**src/rtl/sw_debounce_pkg.sv**
```systemverilog
// Shared constants and helpers for the slide-switch debouncer.
package sw_debounce_pkg;
  localparam int DEBOUNCE_CNT_100MHZ_10MS = 1000000;
  localparam int SIM_CNT_MAX              = 4;

  // The counter only has to reach CNT_MAX-1, so $clog2(CNT_MAX) bits are enough.
  function automatic int cnt_width(input int cnt_max);
    return (cnt_max < 2) ? 1 : $clog2(cnt_max);
  endfunction
endpackage

```
**src/rtl/sw_debounce_if.sv**
```systemverilog
// Switch bundle between the raw pins and the debouncer. The master side drives the pins.
interface sw_debounce_if #(
  parameter int WIDTH = 2
);
  logic [WIDTH-1:0] sw_raw;
  logic [WIDTH-1:0] sw_clean;
  logic [WIDTH-1:0] sw_rise;
  logic [WIDTH-1:0] sw_fall;
  logic             sw_changed;
  logic             stable;

  modport master (output sw_raw, input sw_clean, input sw_rise, input sw_fall,
                  input sw_changed, input stable);
  modport slave  (input sw_raw, output sw_clean, output sw_rise, output sw_fall,
                  output sw_changed, output stable);
endinterface

```
**src/rtl/sw_debounce_bit.sv**
```systemverilog
// One switch bit: synchroniser, stability counter, clean bit and edge strobes.
// A change is accepted SYNC_STAGES+CNT_MAX-1 edges after first sampling; there is no backpressure.
module debounce_bit
  import sw_debounce_pkg::*;
#(
  parameter int   CNT_MAX     = DEBOUNCE_CNT_100MHZ_10MS,
  parameter int   SYNC_STAGES = 2,
  parameter logic RST_BIT     = 1'b0
) (
  input  logic clk,
  input  logic rst,
  input  logic i_sw_raw,
  output logic o_clean,
  output logic o_rise,
  output logic o_fall,
  output logic o_cnt_zero
);
  localparam int            CW       = cnt_width(CNT_MAX);
  localparam logic [CW-1:0] CNT_LAST = CW'(CNT_MAX - 1);

  logic [SYNC_STAGES-1:0] r_sync;
  logic [CW-1:0]          r_cnt;
  logic                   r_clean;
  logic                   r_rise;
  logic                   r_fall;
  logic                   w_sync_q;

  assign w_sync_q = r_sync[SYNC_STAGES-1];

  always_ff @(posedge clk or posedge rst) begin
    if (rst) r_sync <= {SYNC_STAGES{RST_BIT}};
    else     r_sync <= {r_sync[SYNC_STAGES-2:0], i_sw_raw};
  end

  // Any sample agreeing with the clean value restarts the count, so bounce never accumulates.
  always_ff @(posedge clk or posedge rst) begin
    if (rst) begin
      r_cnt   <= '0;
      r_clean <= RST_BIT;
      r_rise  <= 1'b0;
      r_fall  <= 1'b0;
    end else begin
      r_rise <= 1'b0;
      r_fall <= 1'b0;
      if (w_sync_q == r_clean) begin
        r_cnt <= '0;
      end else if (r_cnt == CNT_LAST) begin
        r_cnt   <= '0;
        r_clean <= w_sync_q;
        r_rise  <= w_sync_q;
        r_fall  <= ~w_sync_q;
      end else begin
        r_cnt <= r_cnt + CW'(1);
      end
    end
  end

  assign o_clean    = r_clean;
  assign o_rise     = r_rise;
  assign o_fall     = r_fall;
  assign o_cnt_zero = (r_cnt == '0);
endmodule

```
**src/rtl/sw_debounce.sv**
```systemverilog
// Debounces WIDTH slide switches and emits per-bit rise/fall plus combined change strobes.
// Latency SYNC_STAGES+CNT_MAX-1 edges from first sample to clean update; no backpressure.
module sw_debounce
  import sw_debounce_pkg::*;
#(
  parameter int               WIDTH       = 2,
  parameter int               CNT_MAX     = DEBOUNCE_CNT_100MHZ_10MS,
  parameter int               SYNC_STAGES = 2,
  parameter logic [WIDTH-1:0] RST_VAL     = '0
) (
  input  logic          clk,
  input  logic          rst,
  sw_debounce_if.slave  sw_if
);
  logic [WIDTH-1:0] w_clean;
  logic [WIDTH-1:0] w_rise;
  logic [WIDTH-1:0] w_fall;
  logic [WIDTH-1:0] w_cnt_zero;

  for (genvar g = 0; g < WIDTH; g++) begin : g_bit
    debounce_bit #(
      .CNT_MAX    (CNT_MAX),
      .SYNC_STAGES(SYNC_STAGES),
      .RST_BIT    (RST_VAL[g])
    ) u_bit (
      .clk       (clk),
      .rst       (rst),
      .i_sw_raw  (sw_if.sw_raw[g]),
      .o_clean   (w_clean[g]),
      .o_rise    (w_rise[g]),
      .o_fall    (w_fall[g]),
      .o_cnt_zero(w_cnt_zero[g])
    );
  end

  assign sw_if.sw_clean   = w_clean;
  assign sw_if.sw_rise    = w_rise;
  assign sw_if.sw_fall    = w_fall;
  // Strobes are already registered per bit, so the OR keeps them aligned with sw_clean.
  assign sw_if.sw_changed = |(w_rise | w_fall);
  assign sw_if.stable     = &w_cnt_zero;
endmodule
```
**src/flat_wrapper.sv**
```systemverilog
// flat-port wrapper written by rule: the top's interface ports become plain ports
module sw_debounce_flat import sw_debounce_pkg::*;
#(
  parameter int               WIDTH       = 2,
  parameter int               CNT_MAX     = DEBOUNCE_CNT_100MHZ_10MS,
  parameter int               SYNC_STAGES = 2,
  parameter logic [WIDTH-1:0] RST_VAL     = '0
)
  (clk, rst, sw_if_sw_raw, sw_if_sw_clean, sw_if_sw_rise, sw_if_sw_fall, sw_if_sw_changed, sw_if_stable);
  sw_debounce_if #(.WIDTH(WIDTH)) sw_if_i ();
  input  logic clk;
  input  logic rst;
  input wire logic [$bits(sw_if_i.sw_raw)-1:0] sw_if_sw_raw;
  output wire logic [$bits(sw_if_i.sw_clean)-1:0] sw_if_sw_clean;
  output wire logic [$bits(sw_if_i.sw_rise)-1:0] sw_if_sw_rise;
  output wire logic [$bits(sw_if_i.sw_fall)-1:0] sw_if_sw_fall;
  output wire logic [$bits(sw_if_i.sw_changed)-1:0] sw_if_sw_changed;
  output wire logic [$bits(sw_if_i.stable)-1:0] sw_if_stable;
  assign sw_if_i.sw_raw = sw_if_sw_raw;
  assign sw_if_sw_clean = sw_if_i.sw_clean;
  assign sw_if_sw_rise = sw_if_i.sw_rise;
  assign sw_if_sw_fall = sw_if_i.sw_fall;
  assign sw_if_sw_changed = sw_if_i.sw_changed;
  assign sw_if_stable = sw_if_i.stable;
  sw_debounce #(.WIDTH(WIDTH), .CNT_MAX(CNT_MAX), .SYNC_STAGES(SYNC_STAGES), .RST_VAL(RST_VAL)) u_core (.clk(clk), .rst(rst), .sw_if(sw_if_i));
endmodule
```
**config.mk**
```make
export PLATFORM = sky130hd
export DESIGN_NAME = sw_debounce_flat
export DESIGN_NICKNAME = d
export VERILOG_FILES = /design/src/rtl/sw_debounce_pkg.sv /design/src/rtl/sw_debounce_if.sv /design/src/rtl/sw_debounce_bit.sv /design/src/rtl/sw_debounce.sv /design/src/flat_wrapper.sv
export SDC_FILE = /design/constraint.sdc
export NUM_CORES = 1
export LEC_CHECK = 0
export ABC_AREA = 1
export BUFFER_PORTS_ARGS = -buffer_cell sky130_fd_sc_hd__buf_2
export CAP_MARGIN = 20
export CORE_MARGIN = 5
export CORE_UTILIZATION = 55
export CTS_CLUSTER_DIAMETER = 200
export DETAILED_ROUTE_END_ITERATION = 8
export PLACE_DENSITY = 0.75
export SLEW_MARGIN = 5
export SYNTH_ARGS = -nofsm -noshare
export SYNTH_HDL_FRONTEND = slang
export SYNTH_SLANG_ARGS = --single-unit
```
**constraint.sdc**
```tcl
create_clock -name clk -period 1.48 [get_ports clk]
set_input_delay 0.296 -clock clk [delete_from_list [all_inputs] [get_ports clk]]
set_output_delay 0.296 -clock clk [all_outputs]
set_load 0.03 [all_outputs]
```
# ---- Yosys cells after proc, flatten, opt, wreduce, memory -nomap -nowiden
# Index checks and enable logic that the tools add are counted.
dict set report word_totals {
  wordCells 39
  ff_bits 50
  out_inout_bits 8
}
dict set report classes {
  muxes 12
  reduce_logical 6
  eq_ne 4
  n_addsub 2
  n_bitwise 5
}
# operator count
set ops {}
lappend ops {{$mux W20} 4}
lappend ops {{$add A20 B1 Y20 const B} 2}
lappend ops {{$eq A20 B20 Y1 const B} 2}
lappend ops {{$logic_not A20 Y1} 2}
lappend ops {{$mux W1} 8}
lappend ops {{$reduce_and A2 Y1} 3}
lappend ops {{$not A1 Y1} 4}
lappend ops {{$eq A1 B1 Y1} 2}
lappend ops {{$or A2 B2 Y2} 1}
lappend ops {{$reduce_or A2 Y1} 1}

# ---- Depth between registers and ports, before layout
dict set report logic_depth {
  word_depth 3
  ltp_mapped 9
  depth_no_buf 9
}

# ---- Modules after synthesis
# From an unflattened synthesis, not the netlist that was laid out.
dict set report hier_totals {
  cells_unflattened 371
  area_unflattened_um2 2949.1
}
# module cells_per_inst n_inst area_per_inst_um2
set by_module_without_submodules {}
lappend by_module_without_submodules {debounce_bit 183 2 1465.2}
lappend by_module_without_submodules {sw_debounce 5 1 18.8}

# ---- Worst setup path before layout
# OpenSTA, ideal clock, no wires.
dict set report synth_path {
  path_kind {flip-flop to output port}
  startpoint {register u_core.g_bit[1].u_bit.r_cnt[0]}
  endpoint {output sw_if_stable}
  required_ns 1.184
  stages_incl_launch_ff 7
  t_arrival_ns 1.340
  slack_ns -0.156
  path_buffers 0
  cell_sequence {dfrtp_1 inv_1 ha_1 nand2_1 nor4_1 nand2_1 nor2_1}
}
dict set report synth_via {
  elab_chain_cells 2
}
# element line
set synth_rtl {}
lappend synth_rtl {{from (decl)} sw_debounce_bit.sv:22} ;# logic [CW-1:0] r_cnt;
lappend synth_rtl {{from (signal assigned)} sw_debounce_bit.sv:53} ;# r_cnt <= r_cnt + CW'(1);
lappend synth_rtl {{$logic_not A20 Y1} sw_debounce_bit.sv:61} ;# assign o_cnt_zero = (r_cnt == '0);
lappend synth_rtl {{$reduce_and A2 Y1} sw_debounce.sv:41} ;# assign sw_if.stable = &w_cnt_zero;
lappend synth_rtl {{to (decl)} flat_wrapper.sv:18} ;# output wire logic [$bits(sw_if_i.stable)-1:0] sw_if_stable;
# No other way between the ends.

# ---- Final worst setup path
# Ends and elaborated chain as after synthesis.

==> flow_metrics.env <==
export IMPL_clkPwrFrac_pct=38.1
export IMPL_fin_nets=451
export IMPL_ant_nets=0
export IMPL_instances_no_fill=514
export IMPL_grt_pass1_vias=2529
export IMPL_outcome="finished with violations"
export IMPL_place_hpwl_um=5020
export IMPL_skew_ps=9.08
export IMPL_antenna_found_initial=0
export IMPL_slew_viol_final=0
export IMPL_firstDrtPassIters=4
export IMPL_max_cap_viol_count=0
export IMPL_worstSkewPairLatency_ps=300
export IMPL_min_period_over_period_pct=126
export IMPL_drt_iter0_markers=201
export IMPL_synthCells=371
export IMPL_crit_arrival_ps=1570
export IMPL_cellLeakagePower_nw=1.81
export IMPL_cts_tree="built"
export IMPL_cts_reportedPaths_clkPinSlew_ps=100
export IMPL_place_inst=494
export IMPL_ys_warn_count=0
export IMPL_syn_area_per_cell_sq_um=7.75
export IMPL_layout_setup_ws_ps=-381
export IMPL_setup_viol=22
export IMPL_worstPathRequired_ps=1180
export IMPL_antennaDiodeCount=0
export IMPL_start_util_pct=56.3
export IMPL_share_comb_of_total_power_pct=9.1
export IMPL_pre_cts_ws_ps=-74.4
export IMPL_endpoint_kind="primary output"
export IMPL_die_x_um=82.3
export IMPL_grt_usage_pct=22.3
export IMPL_synth_top_family_by_area="simple AND/OR/NAND/NOR gates"
export IMPL_drc=0
export IMPL_p_per_area_nw_per_um2=683
export IMPL_critPathMaxFanout=2
export IMPL_startpoint_type="flip-flop"
export IMPL_stdcell_area_sq_um=3870
export IMPL_drive_gt1_share_pct=34.7
export IMPL_h_tree_depth=2
export IMPL_io_buffer_count=11
export IMPL_vdd_drop_max_mv=0.680
export IMPL_rsz0062_at_grt="yes"
export IMPL_holdWs_ps=39.3
export IMPL_slew_headroom_pct=74.7
export IMPL_power_mw=2.65
export IMPL_post_dp_cell_area_sq_um=3360
export IMPL_tightestPinTransition_ps=379
export IMPL_layout_common_cells="nor2_1 (77), buf_4 (55), nand2_1 (52)"
export IMPL_grt_max_degree=51
export IMPL_grt_remaining_overflow=0
export IMPL_timing_fmax_ghz=0.537
export IMPL_fp_coreArea_sq_um=5110
export IMPL_grt_pass1_wl_um=11600
export IMPL_routed_via_density=5.21
export IMPL_cts_made_buffers=5
export IMPL_netlist_area_sq_um=2880
export IMPL_hold_violations=0
export IMPL_yosysUniqueCellTypes=28
export IMPL_die_area_sq_um=6770
export IMPL_ios=12
export IMPL_yosysSeqAreaShare_pct=43.5
export IMPL_syn_nets=379
export IMPL_rows=26
export IMPL_holdBufCountCts=0
export IMPL_violations="setup timing"
export IMPL_wl_um=7470
export IMPL_synth_ff_latch_count=50
export IMPL_seq_power_share_pct=52.8
export IMPL_synth_simple_area_share_pct=39.4
export IMPL_switching_share_pct=24.6
export IMPL_gp_congestion=0.957
export IMPL_setup_worst_path_class="flip-flop to primary output"
export IMPL_p_sw_mw=0.651
export IMPL_fp_dieH_um=82.3
export IMPL_cts_root_buf="clkbuf_8"
export IMPL_wl_per_cell_um=14.5
export IMPL_synth_compound_area_share_pct=3.31
export IMPL_synth_xor_area_share_pct=4.87
export IMPL_synthAdderAreaFrac_pct=1.74
export IMPL_clockBufferDepth=2
export IMPL_vias=2679
export IMPL_timing_final_crit_period_ps=1860
export IMPL_reg2reg_depth=8
export IMPL_hold_class="primary input to async pin"
export IMPL_area_growth_pct=34.7
export IMPL_cts_sinks=50
export IMPL_synth_mux_area_share_pct=0
export IMPL_final_common_cell="nor2_1"
export IMPL_p_int_mw=2.00
## layer usage
metal	vias up	global-route usage, %	part of all wire (%)
li1	1314	-	-
met1	1271	30.8	43
met2	86	36.9	50
met3	8	3.36	5.9
met4	0	4.82	0.91
met5	-	0	0
## timing repair
item	CTS	global route
pin swaps	6	22
cloned	1	1
gates resized for setup	18	49
setup endpoints to repair	22	35
buffers inserted	3	8
## metrics by stage
step	utilization (%)	TNS, ps
after global placement	65.7	-71.4
after floorplan	-	0
final	75.8	-1550
after CTS	70.3	-617
after global routing	75.8	-3360
after detailed placement	65.7	-338
## worst max-delay path: stages, from the launching register on
cell and delay, ps:
dfrtp_1 390, inv_1 70, ha_1 160, nand2_1 90, nor4_2 190, nand2_1 130, nor2_4 110, buf_6 130
## cell families after synthesis
kind of cell               count (synthesis)
and+or+nand+nor                          234
DFF                                       50
buffers and inverters                     49
AOI/OAI and AO/OA                         18
xor gates and xnor gates                  16
adders and majority gates                  4
## final cells by class
cell class,instances,area (sq um)
fillers,363,1230
well taps,70,87.6
clock inverters,3,48.8
flip-flops and latches,50,1250
multi-input cells,274,1730
inverters,43,168
clock buffers,5,68.8
repair buffers,69,523
## registers in the layout, summed over array words and instances, names as in the netlist
register / flops
u_core.g_bit.u_bit.r_sync: 4
u_core.g_bit.u_bit.o_fall: 2
u_core.g_bit.u_bit.o_rise: 2
u_core.g_bit.u_bit.r_cnt: 40
u_core.g_bit.u_bit.o_clean: 2
## path summary, 6_finish.rpt
path	slack, ps	to	from
min in group clk	90	u_core.g_bit[0].u_bit.r_sync[0]	sw_if_sw_raw[0]
max in group asynchronous	1210	u_core.g_bit[1].u_bit.r_cnt[2]	rst
hold reg to reg	360	u_core.g_bit[1].u_bit.r_sync[1]	u_core.g_bit[1].u_bit.r_sync[0]
setup / recovery	-380	sw_if_stable	u_core.g_bit[1].u_bit.r_cnt[0]
setup reg to reg	-110	u_core.g_bit[1].u_bit.r_cnt[9]	u_core.g_bit[1].u_bit.r_cnt[1]
hold / removal	40	u_core.g_bit[0].u_bit.r_cnt[13]	rst
## Yosys cell counts (all sizes together)
cell type | count | area [sq um]
nor3b | 1 | 7.51
dfrtp | 50 | 1250
or4 | 1 | 7.51
xor2 | 9 | 78.8
nand2 | 69 | 309
nand3 | 36 | 203
nand3b | 1 | 7.51
inv | 43 | 161
nor4 | 1 | 6.26
xnor2 | 7 | 61.3
o21ai | 9 | 45.0
o21bai | 2 | 15.0
buf | 6 | 45.0
or2 | 1 | 6.26
ha | 4 | 50.1
nor2 | 108 | 485
nand4 | 8 | 50.1
a21oi | 7 | 35.0
nor3 | 8 | 50.1
## power groups by stage
stage / registers [mW] / clock network (mW) / logic (mW)
final: 1.40 / 1.01 / 0.241
after detailed placement: 1.42 / 0 / 0.182
after floorplan: 1.42 / 0 / 0.106
after global routing: 1.40 / 1.08 / 0.265
after CTS: 1.40 / 1.02 / 0.207
after global placement: 1.42 / 0 / 0.178
Note: power is estimated with default switching activity, not from simulation.
